### config.mk
export PLATFORM = sky130hd
export DESIGN_NAME = rv_trace_buffer_flat
export DESIGN_NICKNAME = d
export VERILOG_FILES = /design/src/rtl/rv_trace_pkg.sv /design/src/rtl/rv_trace_buffer_if.sv /design/src/rtl/rv_trace_fifo.sv /design/src/rtl/rv_trace_buffer.sv /design/src/flat_wrapper.sv
export SDC_FILE = /design/constraint.sdc
export NUM_CORES = 1
export LEC_CHECK = 0
export CAP_MARGIN = 20
export CORE_MARGIN = 2
export CORE_UTILIZATION = 40
export DETAILED_ROUTE_END_ITERATION = 6
export PLACE_DENSITY = 0.66
export SLEW_MARGIN = 20
export SYNTH_ARGS = -nofsm -noshare
export SYNTH_HDL_FRONTEND = slang
export SYNTH_SLANG_ARGS = --single-unit
### constraint.sdc
create_clock -name clk -period 26.3 [get_ports clk]
set_input_delay 2.63 -clock clk [delete_from_list [all_inputs] [get_ports clk]]
set_output_delay 2.63 -clock clk [all_outputs]
set_load 0.02 [all_outputs]
### src/rtl/rv_trace_pkg.sv
// rtl/rv_trace_pkg.sv - shared types and layout constants for the retirement trace buffer
package rv_trace_pkg;

    // Layout widths of one trace entry. The buffer's DATA_W/ADDR_W/TS_W
    // parameters default to these so the packed struct and ports line up.
    localparam int TRACE_DATA_W = 32;
    localparam int TRACE_ADDR_W = 9;
    localparam int TRACE_TS_W   = 16;
    localparam int TRACE_RD_W   = 5;
    localparam int DROP_W       = 16;

    typedef enum logic [1:0] {
        NONE  = 2'd0,
        WRITE = 2'd1,
        READ  = 2'd2
    } mem_kind_e;

    // One captured cycle: register write-back and memory access side by side.
    // Fields belonging to an event that did not happen are held at zero.
    typedef struct packed {
        logic [TRACE_TS_W-1:0]   ts;
        logic                    reg_vld;
        logic [TRACE_RD_W-1:0]   rd;
        logic [TRACE_DATA_W-1:0] reg_data;
        mem_kind_e               kind;
        logic [TRACE_ADDR_W-1:0] addr;
        logic [TRACE_DATA_W-1:0] mem_data;
    } trace_entry_t;

    localparam int TRACE_ENTRY_W = $bits(trace_entry_t);

    // A cycle that both reads and writes is ambiguous and is not recorded.
    function automatic mem_kind_e decode_mem_kind(input logic we, input logic re);
        if (we && !re) begin
            return WRITE;
        end
        if (re && !we) begin
            return READ;
        end
        return NONE;
    endfunction

endpackage

### src/rtl/rv_trace_buffer_if.sv
// rtl/rv_trace_buffer_if.sv - head-of-buffer valid/ready stream carrying trace entries
interface rv_trace_buffer_if;
    import rv_trace_pkg::*;

    logic         out_valid;
    logic         out_ready;
    trace_entry_t out_entry;

    // The trace buffer drives the head entry, the consumer drives ready.
    modport master (
        output out_valid,
        output out_entry,
        input  out_ready
    );

    modport slave (
        input  out_valid,
        input  out_entry,
        output out_ready
    );

endinterface

### src/rtl/rv_trace_fifo.sv
// rtl/rv_trace_fifo.sv - first-word-fall-through storage with a force-pop for overwrite mode
module rv_trace_fifo #(
    parameter int WIDTH = 8,
    parameter int DEPTH = 16
) (
    input  logic                   clk,
    input  logic                   rst,
    input  logic                   push_i,
    input  logic [WIDTH-1:0]       din_i,
    input  logic                   pop_i,
    input  logic                   force_pop_i,
    output logic [WIDTH-1:0]       dout_o,
    output logic                   valid_o,
    output logic                   full_o,
    output logic [$clog2(DEPTH):0] count_o
);

    localparam int PTR_W = $clog2(DEPTH);
    localparam int CNT_W = PTR_W + 1;

    logic [WIDTH-1:0] mem_q [DEPTH];
    logic [PTR_W-1:0] wr_ptr_q, wr_ptr_d;
    logic [PTR_W-1:0] rd_ptr_q, rd_ptr_d;
    logic [CNT_W-1:0] count_q, count_d;
    logic             do_pop;
    logic             do_push;

    assign valid_o = (count_q != '0);
    assign full_o  = (count_q == CNT_W'(DEPTH));

    // Force-pop retires the head so a full buffer can take a new entry.
    assign do_pop  = (pop_i || force_pop_i) && valid_o;
    // A push into a full buffer only lands when a slot is freed the same edge.
    assign do_push = push_i && (!full_o || do_pop);

    // Head is read combinationally so the oldest entry is always presented.
    assign dout_o  = mem_q[rd_ptr_q];
    assign count_o = count_q;

    // Pointer and occupancy next-state; pointers wrap naturally at DEPTH.
    always_comb begin
        wr_ptr_d = wr_ptr_q;
        rd_ptr_d = rd_ptr_q;
        count_d  = count_q;
        if (do_push) begin
            wr_ptr_d = wr_ptr_q + 1'b1;
        end
        if (do_pop) begin
            rd_ptr_d = rd_ptr_q + 1'b1;
        end
        case ({do_push, do_pop})
            2'b10:   count_d = count_q + 1'b1;
            2'b01:   count_d = count_q - 1'b1;
            default: count_d = count_q;
        endcase
    end

    // Control state; reset empties the buffer without touching storage.
    always_ff @(posedge clk) begin
        if (rst) begin
            wr_ptr_q <= '0;
            rd_ptr_q <= '0;
            count_q  <= '0;
        end else begin
            wr_ptr_q <= wr_ptr_d;
            rd_ptr_q <= rd_ptr_d;
            count_q  <= count_d;
        end
    end

    // Entry storage, written on the same edge the entry is formed.
    always_ff @(posedge clk) begin
        if (do_push && !rst) begin
            mem_q[wr_ptr_q] <= din_i;
        end
    end

endmodule

### src/rtl/rv_trace_buffer.sv
// rtl/rv_trace_buffer.sv - captures register/memory retirement events into a timestamped trace FIFO
module rv_trace_buffer
    import rv_trace_pkg::*;
#(
    parameter int DATA_W    = TRACE_DATA_W,
    parameter int ADDR_W    = TRACE_ADDR_W,
    parameter int TS_W      = TRACE_TS_W,
    parameter int DEPTH     = 16,
    parameter int FILTER_X0 = 1
) (
    input  logic                   clk,
    input  logic                   rst,
    input  logic                   en,
    input  logic                   overwrite,
    input  logic                   RegWriteSignal,
    input  logic [4:0]             RegNum,
    input  logic [DATA_W-1:0]      RegData,
    input  logic                   WriteEnable,
    input  logic                   ReadEnable,
    input  logic [ADDR_W-1:0]      Address,
    input  logic [DATA_W-1:0]      WRData,
    input  logic [DATA_W-1:0]      RDData,
    rv_trace_buffer_if.master      out_if,
    output logic [$clog2(DEPTH):0] count,
    output logic [DROP_W-1:0]      drop_cnt
);

    logic                     reg_ev;
    mem_kind_e                kind;
    logic                     push_req;
    logic                     pop;
    logic                     full;
    logic                     valid;
    logic                     accept;
    logic                     force_pop;
    logic                     drop;
    trace_entry_t             entry;
    logic [TRACE_ENTRY_W-1:0] head_bits;
    logic [TS_W-1:0]          ts_q, ts_d;
    logic [DROP_W-1:0]        drop_q, drop_d;

    // Event qualification: x0 writes are architecturally invisible when filtered.
    assign reg_ev   = RegWriteSignal && !((FILTER_X0 != 0) && (RegNum == 5'd0));
    assign kind     = decode_mem_kind(WriteEnable, ReadEnable);
    assign push_req = en && (reg_ev || (kind != NONE));

    assign pop       = valid && out_if.out_ready;
    // Full with no same-cycle pop: the new entry is lost in stop mode,
    // or the oldest entry is sacrificed in overwrite mode. Either way one
    // event is gone, so both cases count as a drop.
    assign drop      = push_req && full && !pop;
    assign force_pop = drop && overwrite;
    assign accept    = push_req && (!full || pop || overwrite);

    // Entry packing with absent-event fields forced to zero.
    always_comb begin
        entry          = '0;
        entry.ts       = ts_q;
        entry.kind     = kind;
        if (reg_ev) begin
            entry.reg_vld  = 1'b1;
            entry.rd       = RegNum;
            entry.reg_data = RegData;
        end
        if (kind != NONE) begin
            entry.addr = Address;
        end
        case (kind)
            WRITE:   entry.mem_data = WRData;
            READ:    entry.mem_data = RDData;
            default: entry.mem_data = '0;
        endcase
    end

    // Free-running timestamp and saturating loss counter next-state.
    always_comb begin
        ts_d   = ts_q + 1'b1;
        drop_d = drop_q;
        if (drop && (drop_q != {DROP_W{1'b1}})) begin
            drop_d = drop_q + 1'b1;
        end
    end

    // Timestamp and drop counter registers; reset overrides any event.
    always_ff @(posedge clk) begin
        if (rst) begin
            ts_q   <= '0;
            drop_q <= '0;
        end else begin
            ts_q   <= ts_d;
            drop_q <= drop_d;
        end
    end

    rv_trace_fifo #(
        .WIDTH (TRACE_ENTRY_W),
        .DEPTH (DEPTH)
    ) u_fifo (
        .clk         (clk),
        .rst         (rst),
        .push_i      (accept),
        .din_i       (entry),
        .pop_i       (pop),
        .force_pop_i (force_pop),
        .dout_o      (head_bits),
        .valid_o     (valid),
        .full_o      (full),
        .count_o     (count)
    );

    assign out_if.out_valid = valid;
    assign out_if.out_entry = head_bits;
    assign drop_cnt         = drop_q;

endmodule

### src/flat_wrapper.sv
// flat-port wrapper written by rule: the top's interface ports become plain ports
module rv_trace_buffer_flat import rv_trace_pkg::*;
#(
    parameter int DATA_W    = TRACE_DATA_W,
    parameter int ADDR_W    = TRACE_ADDR_W,
    parameter int TS_W      = TRACE_TS_W,
    parameter int DEPTH     = 16,
    parameter int FILTER_X0 = 1
)
  (clk, rst, en, overwrite, RegWriteSignal, RegNum, RegData, WriteEnable, ReadEnable, Address, WRData, RDData, count, drop_cnt, out_if_out_valid, out_if_out_entry, out_if_out_ready);
  rv_trace_buffer_if out_if_i ();
  input  logic clk;
  input  logic rst;
  input  logic en;
  input  logic overwrite;
  input  logic RegWriteSignal;
  input  logic [4:0] RegNum;
  input  logic [DATA_W-1:0] RegData;
  input  logic WriteEnable;
  input  logic ReadEnable;
  input  logic [ADDR_W-1:0] Address;
  input  logic [DATA_W-1:0] WRData;
  input  logic [DATA_W-1:0] RDData;
  output logic [$clog2(DEPTH):0] count;
  output logic [DROP_W-1:0] drop_cnt;
  output wire logic [$bits(out_if_i.out_valid)-1:0] out_if_out_valid;
  output wire logic [$bits(out_if_i.out_entry)-1:0] out_if_out_entry;
  input wire logic [$bits(out_if_i.out_ready)-1:0] out_if_out_ready;
  assign out_if_out_valid = out_if_i.out_valid;
  assign out_if_out_entry = out_if_i.out_entry;
  assign out_if_i.out_ready = out_if_out_ready;
  rv_trace_buffer #(.DATA_W(DATA_W), .ADDR_W(ADDR_W), .TS_W(TS_W), .DEPTH(DEPTH), .FILTER_X0(FILTER_X0)) u_core (.clk(clk), .rst(rst), .en(en), .overwrite(overwrite), .RegWriteSignal(RegWriteSignal), .RegNum(RegNum), .RegData(RegData), .WriteEnable(WriteEnable), .ReadEnable(ReadEnable), .Address(Address), .WRData(WRData), .RDData(RDData), .out_if(out_if_i), .count(count), .drop_cnt(drop_cnt));
endmodule
==> results.sh, run 1 <==
export IMPL_outcome="finished clean"
export IMPL_fin_crit_sh=0.318
export IMPL_cts_buffers=162
export IMPL_worstMarginPinSlew_ns=1.12
export IMPL_die_height_um=395
export IMPL_route_detailed_drc=0
export IMPL_drv_slew=0
export IMPL_rsz0062_at_grt="no"
export IMPL_antenna_found_initial=7
export IMPL_avgSynthCellArea_um2=23.9
export IMPL_cts_tree="done"
export IMPL_vias_per_cell=5.55
export IMPL_insertion_delay_ns=0.79
export IMPL_vias=27988
export IMPL_h_tree_depth=4
export IMPL_r2r_setup_slack_ns=22.01
export IMPL_final_setup_tns_ns=0
export IMPL_cts_num_sinks=1601
export IMPL_max_stage_delay_ns=0.87
export IMPL_max_slew_margin=0.253
export IMPL_top_level_ports=237
export IMPL_hold_path_endpoint="u_core.u_fifo.wr_ptr_q[1]$_SDFFE_PP0P_"
export IMPL_numPortBuffers=236
export IMPL_synthArstFlopShare=0
export IMPL_cts_hold_buf=0
export IMPL_grt_pass1_vias=28904
export IMPL_multi_input_area_um2=13100
export IMPL_synthesis_nets=2697
export IMPL_ys_seq_elements=1601
export IMPL_setup_viol=0
export IMPL_grt_pass1_wl_mm=201
export IMPL_wl_per_cell_um=27.3
export IMPL_crit_chain="buf_4, buf_12, buf_4, mux4_2, mux4_2, clkdlybuf4s50_1"
export IMPL_power_total_w=0.00594
export IMPL_dp_worst_setup_slack_ns=18.16
export IMPL_total_leakage_power_nw=21.7
export IMPL_cp_slowest_cell="buf_4"
export IMPL_drtIter0Drc=2732
export IMPL_placed_cells=4746
export IMPL_crit_required_ns=23.67
export IMPL_period_minus_slack_ns=8.35
export IMPL_maxCapViolations=0
export IMPL_min_path_cells=2
export IMPL_firstDrtPassIters=5
export IMPL_yosysTopAreaCellShare=0.762
export IMPL_ant_nets=0
export IMPL_die_x_um=395
export IMPL_initial_utilization=0.403
export IMPL_startpoint_type="flip-flop"
export IMPL_cts_resized=0
export IMPL_cellPowerDensity_nw_per_um2=83.3
export IMPL_clock_skew_final_ns=0.0261
export IMPL_hold_viol=0
export IMPL_regArea_um2=47600
export IMPL_syn_cell_area_um2=61200
export IMPL_crit_type="flip-flop to primary output"
export IMPL_hp_start="u_core.u_fifo.wr_ptr_q[1]$_SDFFE_PP0P_"
export IMPL_track_usage=0.177
export IMPL_reg2regPathDepth=7
export IMPL_critPathCaptureType="primary output"
export IMPL_setup_slack_ns=17.95
export IMPL_globalplace_congestion=0.705
export IMPL_drive_gt1_frac=0.264
export IMPL_dieArea_um2=156000
export IMPL_syn_to_final_growth_pct=16.7
export IMPL_root_buffer="clkbuf_16"
export IMPL_fmax_mhz=120
export IMPL_ys_seq_area_frac=0.778
export IMPL_grt_max_degree=145
export IMPL_yosysWarnings=0
export IMPL_overflow=0
export IMPL_crit_fanout=93
export IMPL_synthTopCellsByArea="edfxtp_1 (76%), mux4_2 (18%), dfxtp_1 (1.6%)"
export IMPL_fin_cells=5045
export IMPL_fill_cells=12241
export IMPL_wl_mm=138
export IMPL_rows=143
export IMPL_timing_rr_start="u_core.u_fifo.count_o[0]$_SDFFE_PP0P_"
export IMPL_hold_path_class="flip-flop to flip-flop"
export IMPL_synth_largest_area_cell="edfxtp_1"
export IMPL_mostFrequentLayoutCells="edfxtp_1 (1552), mux4_2 (485), clkdlybuf4s50_1 (235)"
export IMPL_ir_drop_v=0.0000617
export IMPL_synth_ff_type="edfxtp_1"
export IMPL_cp_arrival_ns=5.72
export IMPL_nets=3014
export IMPL_hpwl_mm=67.4
export IMPL_worstReg2RegEnd="u_core.u_fifo.mem_q[4][36]$_DFFE_PP_"
export IMPL_synth_edf_count=1552
export IMPL_cts_path_max_buffers=3
export IMPL_syn_inst=2563
export IMPL_synth_cell_type_count=45
export IMPL_final_common_cell="edfxtp_1"
export IMPL_core_area_um2=152000
export IMPL_cts_setup_buffers=0
export IMPL_clk_pin_slew_ns=0.06
layer usage:
metal,track usage,share of wire
met5,0,0.000051
met4,0.0491,0.023
met3,0.0407,0.070
met2,0.272,0.48
met1,0.254,0.43
cell usage after synthesis (all sizes together), types with 4 or more instances:
cell type / n
nand2: 16
mux4: 485
xnor2: 18
o21ai: 6
edfxtp: 1552
buf: 48
xor2: 10
nor2b: 18
dfxtp: 49
clkbuf: 83
ha: 15
inv: 11
a21oi: 10
a22oi: 32
and2: 39
nand3: 13
nor3: 12
nand2b: 7
nand4: 9
nor4: 10
or3: 4
nor2: 86
registers in the layout, indices dropped and copies added, names as in the netlist, named ones only:
| register | cells |
|---|---|
| u_core.drop_cnt | 16 |
| u_core.u_fifo.rd_ptr_q | 4 |
| u_core.u_fifo.count_o | 5 |
| u_core.u_fifo.wr_ptr_q | 4 |
| u_core.ts_q | 16 |
| u_core.u_fifo.mem_q | 1552 |
worst max-delay path: cells and delay by family, from the launching register on:
family	cells	cell delay, ns
buffers and inverters	4	2.72
muxes	2	1.21
DFF	1	0.76
per-stage QoR:
stage                     hold WS, ns   util  cell area, µm²
after global placement          0.509  0.435           66100
after CTS                       0.522  0.470           71400
after detailed placement        0.513  0.436           66200
after global routing            0.570  0.470           71400
after floorplan                 0.482      -           61200
final                           0.522  0.470           71400
worst max path at each step:
stage / slack, ns / start / to / cells past startpoint
global route: 17.44 / flip-flop / out_if_out_entry[2] / 6
global placement: 18.23 / WriteEnable / u_core.u_fifo.mem_q[5][5]$_DFFE_PP_ / 10
finish: 17.95 / flip-flop / out_if_out_entry[2] / 6
floorplan: 15.00 / WriteEnable / u_core.u_fifo.mem_q[12][0]$_DFFE_PP_ / 9
CTS: 17.77 / flip-flop / out_if_out_entry[2] / 6
detailed placement: 18.16 / WriteEnable / u_core.u_fifo.mem_q[5][5]$_DFFE_PP_ / 10
power breakdown:
| part | switching [W] | leakage, nW | total, W | internal [W] |
|---|---|---|---|---|
| registers | 0.0000269 | 14.7 | 0.00285 | 0.00282 |
| logic | 0.000418 | 4.46 | 0.000853 | 0.000435 |
| clock network | 0.000966 | 2.53 | 0.00224 | 0.00128 |
cells by family (layout without fill, tap and decap cells):
| logic type | after synthesis | in the layout | synth area share |
|---|---|---|---|
| flip-flops | 1601 | 1601 | 0.778 |
| multiplexers | 491 | 491 | 0.180 |
| AND/OR/NAND/NOR | 226 | 226 | 0.0189 |
| buffers and inverters | 142 | 592 | 0.00961 |
| other | 0 | 2 | 0 |
| adder cells (fa/ha/maj) | 16 | 16 | 0.00339 |
| AO/OA/AOI/OAI | 59 | 59 | 0.00687 |
| XOR/XNOR | 28 | 28 | 0.00401 |
final cells by class:
| class | instances | share of cell area |
|---|---|---|
| Antenna cell | 2 | 0.0000701 |
| Clock buffer | 199 | 0.0596 |
| Clock inverter | 98 | 0.0132 |
| Inverter | 11 | 0.000578 |
| Multi-Input combinational cell | 820 | 0.184 |
| Sequential cell | 1601 | 0.667 |
| Tap cell | 2030 | 0.0356 |
| Timing Repair Buffer | 284 | 0.0400 |
Power figures use the tool's default switching activity.
==> run 2: changes to the inputs <==
PLACE_DENSITY = 0.68   (was 0.66)
clock period = 7.3 ns   (was 26.3 ns; I/O delays follow)
==> run 2 against run 1 <==
Flip-flop and latch count did not move; clock skew down 0.0076 ns; critical path depth shrank 2; global-route usage shrank 0.75 points; via count shrank 0.78%; combinational power increased to 3.6 times the previous value; critical endpoint is now out_if_out_entry[85]; largest cell class unchanged.
==> results.sh, run 2 (synthesized netlist as in run 1, its figures left out) <==
export IMPL_top_register="u_core.u_fifo.mem_q"
export IMPL_timing_rr_start="u_core.u_fifo.count_o[0]$_SDFFE_PP0P_"
export IMPL_cellPowerDensity_nw_per_um2=297
export IMPL_dieArea_um2=156000
export IMPL_cts_setup_buffers=0
export IMPL_cts_num_sinks=1601
export IMPL_syn_to_final_growth_pct=16.7
export IMPL_core_area_um2=152000
export IMPL_r2r_setup_slack_ns=3.44
export IMPL_min_path_cells=2
export IMPL_firstDrtPassIters=5
export IMPL_rsz0062_at_grt="no"
export IMPL_ant_nets=0
export IMPL_grt_max_degree=107
export IMPL_hold_path_endpoint="u_core.u_fifo.wr_ptr_q[1]$_SDFFE_PP0P_"
export IMPL_fin_crit_sh=0.688
export IMPL_dpl_cell_area_um2=66300
export IMPL_grt_pass1_vias=28891
export IMPL_clkPwrFrac=0.371
export IMPL_cp_arrival_ns=4.29
export IMPL_cp_slowest_cell="dfxtp_4"
export IMPL_final_setup_tns_ns=0
export IMPL_die_height_um=395
export IMPL_nets=3008
export IMPL_reg2regPathDepth=12
export IMPL_cp_top_family="buffers and inverters"
export IMPL_critPathCaptureType="primary output"
export IMPL_p_seq_frac=0.484
export IMPL_numPortBuffers=236
export IMPL_crit_path_frequent_cell="mux4_2"
export IMPL_max_slew_margin=0.279
export IMPL_power_total_w=0.0212
export IMPL_h_tree_depth=4
export IMPL_worstReg2RegEnd="u_core.u_fifo.count_o[4]$_SDFFE_PP0P_"
export IMPL_clk_pin_slew_ns=0.06
export IMPL_drv_slew=0
export IMPL_fmax_mhz=199
export IMPL_drive_gt1_frac=0.259
export IMPL_setup_viol=0
export IMPL_track_usage=0.169
export IMPL_hpwl_mm=66.7
export IMPL_vias_per_cell=5.52
export IMPL_cts_tree="done"
export IMPL_final_area_um2=71400
export IMPL_vias=27771
export IMPL_maxCapViolations=0
export IMPL_root_buffer="clkbuf_16"
export IMPL_period_minus_slack_ns=5.02
export IMPL_total_leakage_power_nw=21.6
export IMPL_crit_required_ns=6.57
export IMPL_insertion_delay_ns=0.78
export IMPL_mostFrequentLayoutCells="edfxtp_1 (1552), mux4_2 (485), clkdlybuf4s50_1 (235)"
export IMPL_worstMarginPinSlew_ns=1.08
export IMPL_cts_resized=0
export IMPL_cts_hold_buf=0
export IMPL_clock_skew_final_ns=0.0185
export IMPL_cts_buffers=160
export IMPL_max_stage_delay_ns=0.95
export IMPL_globalplace_congestion=0.712
export IMPL_ir_drop_v=0.000254
export IMPL_cts_path_max_buffers=3
export IMPL_hold_viol=0
export IMPL_route_detailed_drc=0
export IMPL_outcome="finished clean"
export IMPL_wl_mm=132
export IMPL_overflow=0
export IMPL_post_route_util=0.470
export IMPL_crit_buf_inv=2
export IMPL_hold_path_class="flip-flop to flip-flop"
export IMPL_power_frac_comb=0.145
export IMPL_die_x_um=395
export IMPL_crit_type="flip-flop to primary output"
export IMPL_largest_reg_flops=1552
export IMPL_grt_pass1_wl_mm=194
export IMPL_initial_utilization=0.403
export IMPL_top_level_ports=237
export IMPL_p_sw_w=0.00497
export IMPL_drtIter0Drc=2755
export IMPL_fill_cells=12178
export IMPL_startpoint_type="flip-flop"
export IMPL_crit_fanout=42
export IMPL_p_sw_frac=0.234
export IMPL_hp_start="u_core.u_fifo.wr_ptr_q[1]$_SDFFE_PP0P_"
export IMPL_wl_per_cell_um=26.2
export IMPL_antenna_found_initial=7
export IMPL_crit_chain="buf_4, mux4_2, mux4_2, clkdlybuf4s50_1"
export IMPL_intPower_w=0.0163
export IMPL_final_common_cell="edfxtp_1"
export IMPL_rows=143
## run 2: cell count changes in the layout (fill, tap and decap cells not counted), sizes merged
cell      previous run  this run
diode                2         1
clkinvlp             6         1
clkinv              68        67
clkbuf             199       202
buf                 49        45
inv                 23        19
bufinv              12        11
## run 2: through the flow
stage / std cells / hold slack (ns) / worst slack (ns)
finish: 5032 / 0.529 / 2.28
global route: 5031 / 0.552 / 2.02
detailed placement: 4742 / 0.521 / 1.97
floorplan: 2563 / 0.482 / -2.10
CTS: 5031 / 0.509 / 2.11
global placement: 4742 / 0.513 / 2.00
## run 2: layout make-up
type / instances / area [µm²] / area share
Sequential cell: 1601 / 47600 / 0.667
Multi-Input combinational cell: 820 / 13100 / 0.184
Clock buffer: 202 / 4250 / 0.0595
Timing Repair Buffer: 280 / 3010 / 0.0422
Tap cell: 2030 / 2540 / 0.0356
Clock inverter: 87 / 792 / 0.0111
Inverter: 11 / 41.3 / 0.000578
Antenna cell: 1 / 2.50 / 0.0000351
## run 2: worst max path at each step
| stage | cells past startpoint | start | to | slack, ns |
|---|---|---|---|---|
| after floorplan | 9 | WriteEnable | u_core.u_fifo.mem_q[12][0]$_DFFE_PP_ | -2.10 |
| after detailed placement | 15 | WriteEnable | u_core.u_fifo.count_o[4]$_SDFFE_PP0P_ | 1.97 |
| final | 4 | flip-flop | out_if_out_entry[85] | 2.28 |
| after global routing | 4 | flip-flop | out_if_out_entry[85] | 2.02 |
| after CTS | 4 | flip-flop | out_if_out_entry[85] | 2.11 |
| after global placement | 15 | WriteEnable | u_core.u_fifo.count_o[4]$_SDFFE_PP0P_ | 2.00 |
## run 2: power by group through the flow
| stage | clock, W | combinational [W] | sequential, W |
|---|---|---|---|
| after floorplan | 0 | 0.00213 | 0.0104 |
| after global placement | 0 | 0.00312 | 0.0105 |
| after detailed placement | 0 | 0.00315 | 0.0105 |
| after CTS | 0.00805 | 0.00316 | 0.0103 |
| after global routing | 0.00841 | 0.00330 | 0.0103 |
| final | 0.00789 | 0.00307 | 0.0103 |
## run 2: worst reg2reg max path: stages, from the launching register on
cell     delay (ns)
dfxtp_1        0.38
nor4_2         0.51
nand2_1        0.36
o21ba_1        0.37
inv_2          0.20
ha_1           0.29
inv_1          0.12
fa_1           0.40
nor2b_1        0.16
o21ai_0        0.13
nand3_1        0.10
or3b_2         0.45
mux2_2         0.27
## run 2: per-layer routing
metal | vias to the layer above | track usage | wire, µm
met4 | 0 | 0.0429 | 2460
met3 | 185 | 0.0360 | 9070
met2 | 980 | 0.267 | 64100
li1 | 11609 | - | -
met5 | - | 0 | 0
met1 | 14997 | 0.241 | 56300
==> run 3: changes to the inputs <==
PLACE_DENSITY = 0.66   (was 0.68)
clock period = 4.8 ns   (was 7.3 ns; I/O delays follow)
==> run 3 against run 2 <==
Sequential share of layout area shrank 0.78 points; flip-flop and latch count is the same; total power grew 54%; clock power grew 52%; clock skew grew 0.024 ns; critical endpoint is now out_if_out_entry[23]; final area grew 1.2%; setup slack lost 1.7 ns; die area is the same; largest power group unchanged; via count grew 0.63%; utilization grew 0.55 points; cell count grew 1.4%.
==> results.sh, run 3 (synthesized netlist as in run 1, its figures left out) <==
export IMPL_final_area_um2=72200
export IMPL_cp_arrival_ns=3.79
export IMPL_firstDrtPassIters=6
export IMPL_route_detailed_drc=0
export IMPL_crit_fanout=34
export IMPL_period_minus_slack_ns=4.27
export IMPL_max_slew_margin=0.282
export IMPL_rsz0062_at_grt="no"
export IMPL_vias=27945
export IMPL_grt_pass1_vias=28539
export IMPL_drv_slew=0
export IMPL_critPathCaptureType="primary output"
export IMPL_cts_tree="done"
export IMPL_r2r_setup_slack_ns=1.22
export IMPL_cellPowerDensity_nw_per_um2=452
export IMPL_reg2regPathDepth=12
export IMPL_drive_gt1_frac=0.274
export IMPL_wl_per_cell_um=26.4
export IMPL_regArea_um2=47600
export IMPL_total_leakage_power_nw=22.1
export IMPL_largest_reg_flops=1552
export IMPL_fmax_mhz=234
export IMPL_initial_utilization=0.403
export IMPL_root_buffer="clkbuf_16"
export IMPL_numPortBuffers=236
export IMPL_cts_path_max_buffers=3
export IMPL_final_setup_tns_ns=0
export IMPL_timing_rr_start="u_core.u_fifo.count_o[0]$_SDFFE_PP0P_"
export IMPL_grt_max_degree=98
export IMPL_crit_required_ns=4.32
export IMPL_cts_buffers=162
export IMPL_globalplace_congestion=0.742
export IMPL_ir_drop_v=0.000324
export IMPL_rows=143
export IMPL_setup_viol=0
export IMPL_startpoint_type="flip-flop"
export IMPL_grt_pass1_wl_mm=198
export IMPL_insertion_delay_ns=0.79
export IMPL_fin_crit_sh=0.890
export IMPL_dpl_cell_area_um2=67100
export IMPL_maxCapViolations=0
export IMPL_cts_num_sinks=1601
export IMPL_worstReg2RegEnd="u_core.u_fifo.count_o[4]$_SDFFE_PP0P_"
export IMPL_ant_nets=0
export IMPL_top_register="u_core.u_fifo.mem_q"
export IMPL_mostFrequentLayoutCells="edfxtp_1 (1552), mux4_2 (485), clkdlybuf4s50_1 (235)"
export IMPL_hold_viol=0
export IMPL_outcome="finished clean"
export IMPL_crit_type="flip-flop to primary output"
export IMPL_top_level_ports=237
export IMPL_antenna_found_initial=3
export IMPL_cp_endpoint="out_if_out_entry[23]"
export IMPL_cts_resized=0
export IMPL_core_area_um2=152000
export IMPL_vias_per_cell=5.48
export IMPL_track_usage=0.172
export IMPL_syn_to_final_growth_pct=18.0
export IMPL_fill_cells=12127
export IMPL_final_common_cell="edfxtp_1"
export IMPL_cts_setup_buffers=0
export IMPL_overflow=0
export IMPL_die_height_um=395
export IMPL_hold_path_class="flip-flop to flip-flop"
export IMPL_worstMarginPinSlew_ns=1.08
export IMPL_dieArea_um2=156000
export IMPL_hpwl_mm=76.2
export IMPL_die_x_um=395
export IMPL_drtIter0Drc=2725
export IMPL_multi_input_area_um2=13200
export IMPL_holdWs_ns=0.520
export IMPL_nets=3074
export IMPL_cts_hold_buf=1
export IMPL_wl_mm=135
export IMPL_h_tree_depth=4
export IMPL_clock_skew_final_ns=0.0427
export IMPL_clk_pin_slew_ns=0.06
[run 3: cell count changes in the layout (fill, tap and decap cells not counted), moves of 2 or more]
cell and change:
buf_12 +20, buf_4 +43, bufinv_16 -2, clkinv_1 +5, clkinv_16 +6, clkinv_4 -4, clkinv_2 +5, clkbuf_8 -2
inv_6 -2, nor3_4 +4, nor3_2 -4
[run 3: worst min-delay path by stage]
stage                                                start                                      to  slack, ns  cells past startpoint
detailed placement  u_core.u_fifo.wr_ptr_q[1]$_SDFFE_PP0P_  u_core.u_fifo.wr_ptr_q[1]$_SDFFE_PP0P_       0.51                      2
global placement    u_core.u_fifo.wr_ptr_q[1]$_SDFFE_PP0P_  u_core.u_fifo.wr_ptr_q[1]$_SDFFE_PP0P_       0.51                      2
floorplan           u_core.u_fifo.wr_ptr_q[1]$_SDFFE_PP0P_  u_core.u_fifo.wr_ptr_q[1]$_SDFFE_PP0P_       0.48                      2
finish              u_core.u_fifo.wr_ptr_q[1]$_SDFFE_PP0P_  u_core.u_fifo.wr_ptr_q[1]$_SDFFE_PP0P_       0.52                      2
global route        u_core.u_fifo.wr_ptr_q[1]$_SDFFE_PP0P_  u_core.u_fifo.wr_ptr_q[1]$_SDFFE_PP0P_       0.55                      2
CTS                 u_core.u_fifo.wr_ptr_q[1]$_SDFFE_PP0P_  u_core.u_fifo.wr_ptr_q[1]$_SDFFE_PP0P_       0.52                      2
[run 3: final cells by class]
class | instances | area share
Multi-Input combinational cell | 820 | 0.182
Timing Repair Buffer | 344 | 0.0519
Antenna cell | 2 | 0.0000693
Sequential cell | 1601 | 0.659
Inverter | 11 | 0.000572
Clock inverter | 96 | 0.0127
Clock buffer | 200 | 0.0581
Tap cell | 2030 | 0.0352
[run 3: layer usage]
| metal | wire [µm] | track usage |
|---|---|---|
| met1 | 57500 | 0.246 |
| met2 | 66600 | 0.276 |
| met3 | 8200 | 0.0335 |
| met4 | 2250 | 0.0387 |
| met5 | 13 | 0 |
[run 3: report_power, final]
group          leakage [nW]  total [W]  switching, W  internal (W)
logic                  4.91    0.00501       0.00250       0.00251
registers              14.7     0.0156      0.000117        0.0155
clock network          2.48     0.0120       0.00526       0.00677
total                  22.1     0.0326       0.00788        0.0247
[run 3: through the flow]
| stage | power (W) | setup WS [ns] | util | std cells |
|---|---|---|---|---|
| floorplan | 0.0191 | -1.40 | - | 2563 |
| global placement | 0.0210 | 0.376 | 0.442 | 4804 |
| detailed placement | 0.0210 | 0.452 | 0.442 | 4804 |
| CTS | 0.0330 | 0.407 | 0.475 | 5101 |
| global route | 0.0338 | 0.361 | 0.475 | 5103 |
| finish | 0.0326 | 0.530 | 0.475 | 5104 |
[run 3: worst max-delay path: stages (launching register included)]
cell             delay [ns]
dfxtp_4                0.64
buf_12                 0.29
buf_12                 0.31
mux4_2                 0.56
mux4_2                 0.58
clkdlybuf4s50_1        0.58
